==> src/rtl/adder_pkg.sv <==
// Shared constants and the stage-count derivation for the chunked pipelined adder.
package adder_pkg;

    localparam int DEFAULT_WIDTH = 16;
    localparam int DEFAULT_CHUNK = 4;

    function automatic int stages(input int width, input int chunk);
        return width / chunk;
    endfunction

endpackage

==> src/rtl/adder_chunk.sv <==
// One pipeline stage: a registered CHUNK-bit adder with carry in/out, frozen while en=0.
module adder_chunk #(
    parameter int CHUNK = 4
) (
    input  logic             clk,
    input  logic             rst,
    input  logic             en,
    input  logic [CHUNK-1:0] a,
    input  logic [CHUNK-1:0] b,
    input  logic             ci,
    output logic [CHUNK-1:0] sum,
    output logic             co
);

    logic [CHUNK:0] total;

    assign total = {1'b0, a} + {1'b0, b} + {{CHUNK{1'b0}}, ci};

    always_ff @(posedge clk or posedge rst) begin
        if (rst) begin
            sum <= '0;
            co  <= 1'b0;
        end else if (en) begin
            {co, sum} <= total;
        end
    end

endmodule

==> src/rtl/pipelined_adder.sv <==
// Carry-pipelined adder: WIDTH/CHUNK stages, one chunk added per stage, skewed operands and sums.
// Optional output clamp on overflow when PIPELINED_ADDER_SATURATE_EN is defined.
module pipelined_adder
    import adder_pkg::*;
#(
    parameter int WIDTH = DEFAULT_WIDTH,
    parameter int CHUNK = DEFAULT_CHUNK
) (
    input  logic             clk,
    input  logic             rst,
    input  logic             en,
    input  logic             in_valid,
    input  logic [WIDTH-1:0] a,
    input  logic [WIDTH-1:0] b,
    input  logic             c_in,
    output logic             out_valid,
    output logic [WIDTH-1:0] sum,
    output logic             c_out
);

    localparam int STAGES = stages(WIDTH, CHUNK);

    if (WIDTH % CHUNK != 0) begin : g_bad_chunk
        $error("pipelined_adder: WIDTH must be a multiple of CHUNK");
    end

    // Handshake: in_valid qualifies a/b/c_in on each enabled edge; there is no backpressure.
    // en=0 freezes the whole pipe; out_valid qualifies sum/c_out exactly STAGES enabled edges later.
    logic [CHUNK-1:0]  sum_chunk [STAGES];
    logic [STAGES-1:0] carry;
    logic [STAGES-1:0] valid_r;
    logic [WIDTH-1:0]  raw_sum;

    always_ff @(posedge clk or posedge rst) begin
        if (rst) begin
            valid_r <= '0;
        end else if (en) begin
            valid_r[0] <= in_valid;
            for (int k = 1; k < STAGES; k++) begin
                valid_r[k] <= valid_r[k-1];
            end
        end
    end

    for (genvar j = 0; j < STAGES; j++) begin : g_stage
        logic [CHUNK-1:0] a_j;
        logic [CHUNK-1:0] b_j;
        logic             ci_j;

        if (j == 0) begin : g_first
            assign a_j  = a[CHUNK-1:0];
            assign b_j  = b[CHUNK-1:0];
            assign ci_j = c_in;
        end else begin : g_skew_in
            // Operand chunk j waits j cycles so it meets the carry of its own operation.
            logic [2*CHUNK-1:0] op_sr [j];

            always_ff @(posedge clk or posedge rst) begin
                if (rst) begin
                    for (int i = 0; i < j; i++) begin
                        op_sr[i] <= '0;
                    end
                end else if (en) begin
                    op_sr[0] <= {a[j*CHUNK +: CHUNK], b[j*CHUNK +: CHUNK]};
                    for (int i = 1; i < j; i++) begin
                        op_sr[i] <= op_sr[i-1];
                    end
                end
            end

            assign {a_j, b_j} = op_sr[j-1];
            assign ci_j       = carry[j-1];
        end

        adder_chunk #(
            .CHUNK(CHUNK)
        ) u_chunk (
            .clk(clk),
            .rst(rst),
            .en (en),
            .a  (a_j),
            .b  (b_j),
            .ci (ci_j),
            .sum(sum_chunk[j]),
            .co (carry[j])
        );

        if (j == STAGES - 1) begin : g_last
            assign raw_sum[j*CHUNK +: CHUNK] = sum_chunk[j];
        end else begin : g_skew_out
            localparam int DEPTH = STAGES - 1 - j;
            logic [CHUNK-1:0] sum_sr [DEPTH];

            always_ff @(posedge clk or posedge rst) begin
                if (rst) begin
                    for (int i = 0; i < DEPTH; i++) begin
                        sum_sr[i] <= '0;
                    end
                end else if (en) begin
                    sum_sr[0] <= sum_chunk[j];
                    for (int i = 1; i < DEPTH; i++) begin
                        sum_sr[i] <= sum_sr[i-1];
                    end
                end
            end

            assign raw_sum[j*CHUNK +: CHUNK] = sum_sr[DEPTH-1];
        end
    end

    assign out_valid = valid_r[STAGES-1];
    assign c_out     = carry[STAGES-1];

`ifdef PIPELINED_ADDER_SATURATE_EN
    // The final carry is the overflow flag, so clamping on it adds no register stage.
    assign sum = c_out ? {WIDTH{1'b1}} : raw_sum;
`else
    assign sum = raw_sum;
`endif

endmodule

==> config.mk <==
export PLATFORM = sky130hd
export DESIGN_NAME = pipelined_adder
export DESIGN_NICKNAME = d
export VERILOG_FILES = /design/src/rtl/adder_pkg.sv /design/src/rtl/adder_chunk.sv /design/src/rtl/pipelined_adder.sv
export SDC_FILE = /design/constraint.sdc
export NUM_CORES = 1
export LEC_CHECK = 0
export ABC_AREA = 1
export CAP_MARGIN = 25
export CORE_MARGIN = 2
export CORE_UTILIZATION = 50
export CTS_CLUSTER_SIZE = 24
export DETAILED_ROUTE_END_ITERATION = 10
export PLACE_DENSITY = 0.76
export SKIP_CTS_REPAIR_TIMING = 1
export SLEW_MARGIN = 20
export SYNTH_ARGS = -nofsm -noshare
export SYNTH_HDL_FRONTEND = slang
export SYNTH_HIERARCHICAL = 1
export SYNTH_SLANG_ARGS = --single-unit
export TNS_END_PERCENT = 10
==> constraint.sdc <==
create_clock -name clk -period 2.72 [get_ports clk]
set_clock_uncertainty 0.1 [all_clocks]
set_input_delay 0.816 -clock clk [delete_from_list [all_inputs] [get_ports clk]]
set_output_delay 0.816 -clock clk [all_outputs]
set_load 0.05 [all_outputs]
After elaboration in Yosys (flattened, before gate mapping):

Index checks and enable logic that the tools add are counted.

* register bits: 96
* bits in latches: 0
* bits in writable memories: 0
* ROM bits: 0
* input port bits: 37
* output and inout port bits: 18
* word-level logic and storage cells: 29
* memories: 0

* add/sub/neg operators: 8
* $mul: 0
* divide/modulo/power cells: 0
* order comparisons: 0
* eq/ne operators: 0
* shift operators: 0
* muxes and demuxes: 0
* bitwise operators: 0
* reduce and logical (&&, ||, !) cells: 0

Operator list (count)
* 4-bit by 4-bit adder with 5-bit output: 4
* 5-bit by 1-bit adder with 5-bit output: 4

Longest topological paths before layout:

Gate-level depths: netlist of the first run.

* word-level depth: 2
* gate-level depth with buffers: 6
* depth with buffers taken out: 6

Cells and area by module:

The synthesis of the first run kept the hierarchy.

Modules (own cells, without submodules)
* pipelined_adder: times used 1, cells each 331, area an instance 2952.8 µm², seq. area each 1901.8 µm²
* adder_chunk: times used 4, cells each 42, area an instance 342.8 µm², seq. area each 125.1 µm²

Worst setup path before layout of the first run:

No wires, ideal clock.

* path type: input -> register
* start point: in a[0]
* end point: reg g_stage[0].u_chunk.sum[1]
* setup time: 0.083 ns
* data arrival time: 1.861 ns
* required time: 2.537 ns
* slack: 0.677 ns
* cell stages on the path: 4
* path buffers: 0
* cells stage by stage: fa_1 inv_1 fa_1 o21ai_0

* cells in the longest elaborated chain, start to end: 2

RTL lines
* from (decl): RTL line pipelined_adder.sv:13 `input logic [WIDTH-1:0] a,`
* 4-bit by 4-bit adder with 5-bit output: RTL line adder_chunk.sv:17 `assign total = {1'b0, a} + {1'b0, b} + {{CHUNK{1'b0}}, ci};`
* 5-bit by 1-bit adder with 5-bit output: RTL line adder_chunk.sv:17
* to (signal assigned): RTL line adder_chunk.sv:24 `{co, sum} <= total;`
* to (decl): RTL line adder_chunk.sv:11 `output logic [CHUNK-1:0] sum,`

Every way passes these cells.
A chain may end at the register's enable or synchronous reset.

==> results of run 1 <==
==> cell families (layout without fill, tap and decap cells) <==
logic type	after synthesis	count (layout)	share of synthesized area, %
compound gates	20	20	2.66
buf+inv	59	112	7.29
xor+xnor	4	4	0.810
simple gates	300	300	26.5
fa+ha+maj	20	20	7.18
flops	96	96	55.6
==> worst paths after layout <==
kind	slack (ns)	start	cells after the start	end
max	0.24	sum[6]	1	sum[6]
min	0.38	g_stage[3].g_skew_in.op_sr[15]	2	g_stage[3].g_skew_in.op_sr[15]
max reg2reg	0.98	g_stage[1].g_skew_in.op_sr[4]	4	g_stage[1].u_chunk/sum[1]
min reg2reg	0.38	g_stage[3].g_skew_in.op_sr[15]	2	g_stage[3].g_skew_in.op_sr[15]
max in group asynchronous	1.18	rst	3	g_stage[1].g_skew_in.op_sr[7]
min in group asynchronous	0.83	rst	2	g_stage[2].u_chunk/sum[2]
==> worst min-delay path: cells and delay by family (launching register included) <==
family,cells,cell delay [ns]
flops,1,0.35
simple gates,2,0.10
==> power by group <==
part / leakage (µW) / internal, µW / switching (µW)
clock network: 0.000113 / 608 / 476
logic: 0.00142 / 337 / 553
registers: 0.00119 / 1650 / 133
total: 0.00273 / 2590 / 1160
==> layer usage <==
metal,global-route usage [%],vias to the layer above,wire length [µm]
met4,6.18,0,69
met3,3.83,6,313
met1,23.4,1505,3620
met5,0,-,0
met2,31.8,65,4020
li1,-,1599,-
==> through the flow <==
step                      cell area (µm²)  cells  hold WS (ns)  setup WS [ns]
after floorplan                      4330    499         0.342          0.677
after global placement               4890    642         0.353          0.200
after detailed placement             4890    642         0.359          0.116
after CTS                            5120    657         0.380          0.227
after global routing                 5120    657         0.399          0.203
final                                5120    657         0.377          0.241
==> flip-flops by register name, indices dropped and copies added (netlist names) <==
signal,count
g_stage.b_j,8
g_stage.u_chunk/sum,16
g_stage.g_skew_out.sum_sr,16
valid_r,4
g_stage.a_j,8
g_stage.g_skew_in.op_sr,32
g_stage.u_chunk/co,4
sum,8
==> final cells by class <==
cell class / instances / share of cell area (%)
sequential: 96 / 46.9
tap: 105 / 2.57
timing repair buffer: 63 / 12.0
multi-input combinational: 344 / 31.4
inverter: 34 / 2.57
clock inverter: 5 / 2.08
clock buffer: 10 / 2.49
==> cell usage in the layout, fill, tap and decap left out, drive strengths merged, types with 10 or more instances in the layout <==
| cell | synthesis | routed |
|---|---|---|
| nand2 | 272 | 272 |
| dfrtp | 96 | 96 |
| clkdlybuf4s50 | 0 | 53 |
| inv | 34 | 33 |
| nand3 | 16 | 16 |
| nor2 | 12 | 12 |
| ha | 12 | 12 |
| o21ai | 12 | 12 |
| clkbuf | 0 | 10 |
| buf | 25 | 10 |
==> impl_results.md, run 1 <==
- Worst path max stage delay: 0.82 ns
- Headroom to the max-slew limit: 66.4%
- CP max stage cell: clkdlybuf4s50_1
- Most numerous cell in the Yosys netlist: nand2_1
- Mapped Nets: 556
- Worst slew pin tran: 0.503 ns
- CP bufs+invs: 1
- CP required: 1.80 ns
- Largest net degree at the start of global routing: 77
- Crit end category: output pin
- Outcome: finished, final reports clean
- Pwr Total: 3750 µW
- P per Cell Area: 733 mW/mm²
- Area occupied by multi-input gates: 0.00161 mm²
- Vias after detailed routing: 3175
- Seq/Total Area, Yosys: 55.6%
- Clock Tree Buf Depth: 2
- GRT overflow: 0
- CP Class: register to output pin
- N_diodes: 0
- Initial drt markers: 136
- Fin. max-slew vios: 0
- Die width: 97.0 µm
- LEAKAGE: 0.00273 µW
- Unrepaired setup endpoints after global routing: false
- Fin nets: 605
- Initial Util: 52.1%
- Worst skew pair latency: 0.36 ns
- Cell taking the most area after synthesis: dfrtp_1
- Area Overhead vs Synth: 18.4%
- Top-Level Pins: 55
- Die footprint: 0.00941 mm²
- Critical path fanouts, max: 2
- GRT Overall Usage: 18.5%
- First-pass iteration count of the detailed router: 4
- Min cycle time layout: 2.48 ns
- Startpoint Class: register
- TNS Setup: 0 ns
- Area of the mapped netlist: 0.00432 mm²
- Fmax achieved: 0.403 GHz
- Final ANT Viol Nets: 0
- CP delay by family, top: buffers and inverters
- Final wirelength: 8020 µm
- # DRC: 0
- Maximum VDD drop: 0.354 mV
- Final hold violations: 0
- Sink Count: 96
- Post-synthesis cell type count: 15
- Port-buffer cells: 54
- Global-route wire length before repair: 14200 µm
- Util after Layout: 61.7%
- Die height: 97.0 µm
- Vias in the first global route: 3273
- Post-synth top area share: 55.6%
- Number of core rows: 33
- Fill count: 697
- DP Wirelength: 5580 µm
- Mapped Cells: 499
- Post-synth top cells: nand2_1, dfrtp_1, inv_1, nand3_1
- CTS tree: done
- Mapped Avg Cell Area: 8.67 µm²
- Initial antenna violation count: 0
- Number of max-cap violations: 0
- Vias/cell: 4.83
- Synth Flop Type: dfrtp_1
- Ys async rst share: 100%
- Final Cycle Share: 91.1%
- Gpl congestion: 0.756
- Yosys reg bits: 96
- Worst min path class: register to register
- Number of buffers created by CTS: 9
- Worst EP arrival: 1.56 ns
- Drt wl/cell: 12.2 µm
- Register area: 0.00240 mm²
- Ys Warns: 6
- Final Setup Violations: 0
- Root Buffer: clkbuf_8
- Placeable Area: 0.00830 mm²
- Share of cells above drive strength 1: 6.16%
- Cell breakdown of the critical path: clkdlybuf4s50_1
- Reg clk slew, reported paths: 0.08 ns
- Top post-synthesis cells by area: dfrtp_1, nand2_1, fa_1
- CTS H-tree lvls: 3
- Number of synthesized flops with an enable pin: 0
No activity file was read; power rests on OpenSTA's default activity.
==> run 2, diff against run 1 <==
--- a/config.mk
+++ b/config.mk
@@ -11,6 +11,7 @@
 export CORE_UTILIZATION = 50
 export CTS_CLUSTER_SIZE = 24
 export DETAILED_ROUTE_END_ITERATION = 10
+export GPL_TIMING_DRIVEN = 0
 export PLACE_DENSITY = 0.76
 export SKIP_CTS_REPAIR_TIMING = 1
 export SLEW_MARGIN = 20
==> impl_results.md, run 2 (synthesis gave the netlist of run 1 again) <==
- Number of max-cap violations: 0 (unchanged)
- Final wirelength: 8070 µm (+0.66%)
- Root Buffer: clkbuf_8
- Top-Level Pins: 55 (unchanged)
- Top flop regs: g_stage.g_skew_in.op_sr (32), g_stage.g_skew_out.sum_sr (16), g_stage.u_chunk/sum (16)
- Final hold violations: 0 (unchanged)
- Crit end category: output pin
- Vias after detailed routing: 3281 (+3.3%)
- Die footprint: 0.00941 mm² (unchanged)
- Commonest non-fill, non-tap cell in the layout: nand2_1
- CP delay by family, top: buffers and inverters
- Worst EP arrival: 1.61 ns (+0.05 ns)
- GRT overflow: 0 (unchanged)
- Fin. max-slew vios: 0 (unchanged)
- Biggest register: g_stage.g_skew_in.op_sr
- Drt wl/cell: 11.9 µm (-2.2%)
- Global-route wire length before repair: 14400 µm (+0.97%)
- GRT Overall Usage: 18.5% (+0.054 points)
- Die height: 97.0 µm (unchanged)
- CP max stage cell: clkdlybuf4s50_1
- Vias/cell: 4.85 (+0.43%)
- Critical path fanouts, max: 2 (unchanged)
- P per Cell Area: 716 mW/mm² (-2.3%)
- Fin nets: 623 (+3.0%)
- Most frequent cells in the layout: nand2_1, dfrtp_1, clkdlybuf4s50_1, inv_1, nand3_1
- Util after Layout: 63.6% (+1.9 points)
- Worst min path class: register to register
- Clock Tree Buf Depth: 2 (unchanged)
- N_diodes: 0 (unchanged)
- Final Cycle Share: 92.8% (+1.6 points)
- TNS Setup: 0 ns (unchanged)
- Share of cells above drive strength 1: 9.28% (+3.1 points)
- CP bufs+invs: 2 (+1)
- # DRC: 0 (unchanged)
- Worst path max stage delay: 0.79 ns (-0.03 ns)
- DP Wirelength: 6060 µm (+8.7%)
- Unrepaired setup endpoints after global routing: false
- Headroom to the max-slew limit: 51.9% (-14 points)
- First-pass iteration count of the detailed router: 5 (+1)
- Startpoint Class: register
- Worst slew pin tran: 0.719 ns (+0.216 ns)
- Outcome: finished, final reports clean
- CP Class: register to output pin
- Port-buffer cells: 54 (unchanged)
- Number of core rows: 33 (unchanged)
- Largest net degree at the start of global routing: 34 (-56%)
- Initial drt markers: 159 (+17%)
- Final Setup Violations: 0 (unchanged)
- CP required: 1.80 ns (about the same)
- Worst skew pair latency: 0.35 ns (about the same)
- Cell breakdown of the critical path: buf_4, clkdlybuf4s50_1
- Number of buffers created by CTS: 9 (unchanged)
- CTS tree: done
- Die width: 97.0 µm (unchanged)
- Hold slack: 0.370 ns (-0.00746 ns)
- Fmax achieved: 0.396 GHz (-1.8%)
- Sink Count: 96 (unchanged)
- Gpl congestion: 0.807 (+6.6%)
- Placeable Area: 0.00830 mm² (unchanged)
- Maximum VDD drop: 0.345 mV (-2.5%)
- LEAKAGE: 0.00282 µW (+3.5%)
- Min cycle time layout: 2.52 ns (+0.0449 ns)
- Initial antenna violation count: 0 (unchanged)
- Max reg flops: 32 (unchanged)
- Reg clk slew, reported paths: 0.09 ns (about the same)
- Final ANT Viol Nets: 0 (unchanged)
- Vias in the first global route: 3281 (+0.24%)
- CTS H-tree lvls: 3 (unchanged)
- Initial Util: 52.1% (unchanged)
- Area Overhead vs Synth: 22.1%
## run 2: cell types whose count changed in the layout (fill, tap and decap cells not counted), sizes merged
cell	previous run	this run
clkinv	1	0
clkinvlp	2	3
buf	10	27
bufinv	3	2
clkdlybuf4s50	53	54
clkbuf	10	12
## run 2: power by group
group / leakage, µW / total [µW] / switching [µW] / internal (µW)
Clock: 0.000115 / 1070 / 473 / 593
Sequential: 0.00119 / 1780 / 133 / 1650
Combinational: 0.00151 / 934 / 560 / 374
Total: 0.00282 / 3780 / 1170 / 2610
## run 2: final timing paths
path	startpoint	to	slack [ns]	depth (start not counted)
setup reg to reg	g_stage[3].a_j[0]	g_stage[3].u_chunk/sum[1]	0.99	4
hold reg to reg	g_stage[0].u_chunk/sum[2]	g_stage[0].g_skew_out.sum_sr[10]	0.37	2
hold / removal	g_stage[0].u_chunk/sum[2]	g_stage[0].g_skew_out.sum_sr[10]	0.37	2
max in group asynchronous	rst	g_stage[0].g_skew_out.sum_sr[6]	1.17	3
setup / recovery	sum[1]	sum[1]	0.20	2
min in group asynchronous	rst	g_stage[0].u_chunk/sum[0]	0.79	2
## run 2: stage by stage
step	instance area (µm²)	instances	power, µW	setup slack (ns)
finish	5280	676	3780	0.196
global route	5280	676	3980	0.147
CTS	5280	676	3810	0.176
detailed placement	5040	660	2750	0.0143
global placement	5000	658	2710	-0.110
floorplan	4330	499	2430	0.677
## run 2: layout make-up
class                           instances  area, µm²
Buffer                                 25        188
Sequential cell                        96       2400
Multi-Input combinational cell        344       1610
Fill cell                             693       3020
Inverter                               34        131
Clock buffer                           12        165
Tap cell                              105        131
Timing Repair Buffer                   56        581
Clock inverter                          4       75.1
## run 2: worst register-to-register path, stage by stage, from the launching register on
cell and delay [ns]:
dfrtp_1 0.41, fa_1 0.47, inv_1 0.11, fa_1 0.41, o21ai_0 0.16
## run 2: layer usage
layer / wire (µm) / part of all wire, % / vias up / track usage, %
li1: - / - / 1638 / -
met3: 325 / 4.0 / 12 / 3.11
met1: 3590 / 44 / 1559 / 23.8
met5: 0 / 0 / - / 0
met2: 4020 / 50 / 72 / 31.6
met4: 130 / 1.6 / 0 / 7.15
==> run 3, diff against run 2 <==
--- a/config.mk
+++ b/config.mk
@@ -9,7 +9,6 @@
 export CAP_MARGIN = 25
 export CORE_MARGIN = 2
 export CORE_UTILIZATION = 50
-export CTS_CLUSTER_SIZE = 24
 export DETAILED_ROUTE_END_ITERATION = 10
 export GPL_TIMING_DRIVEN = 0
 export PLACE_DENSITY = 0.76
==> results of run 3 <==
Final layout, timing and power as in run 2 (identical DEF).
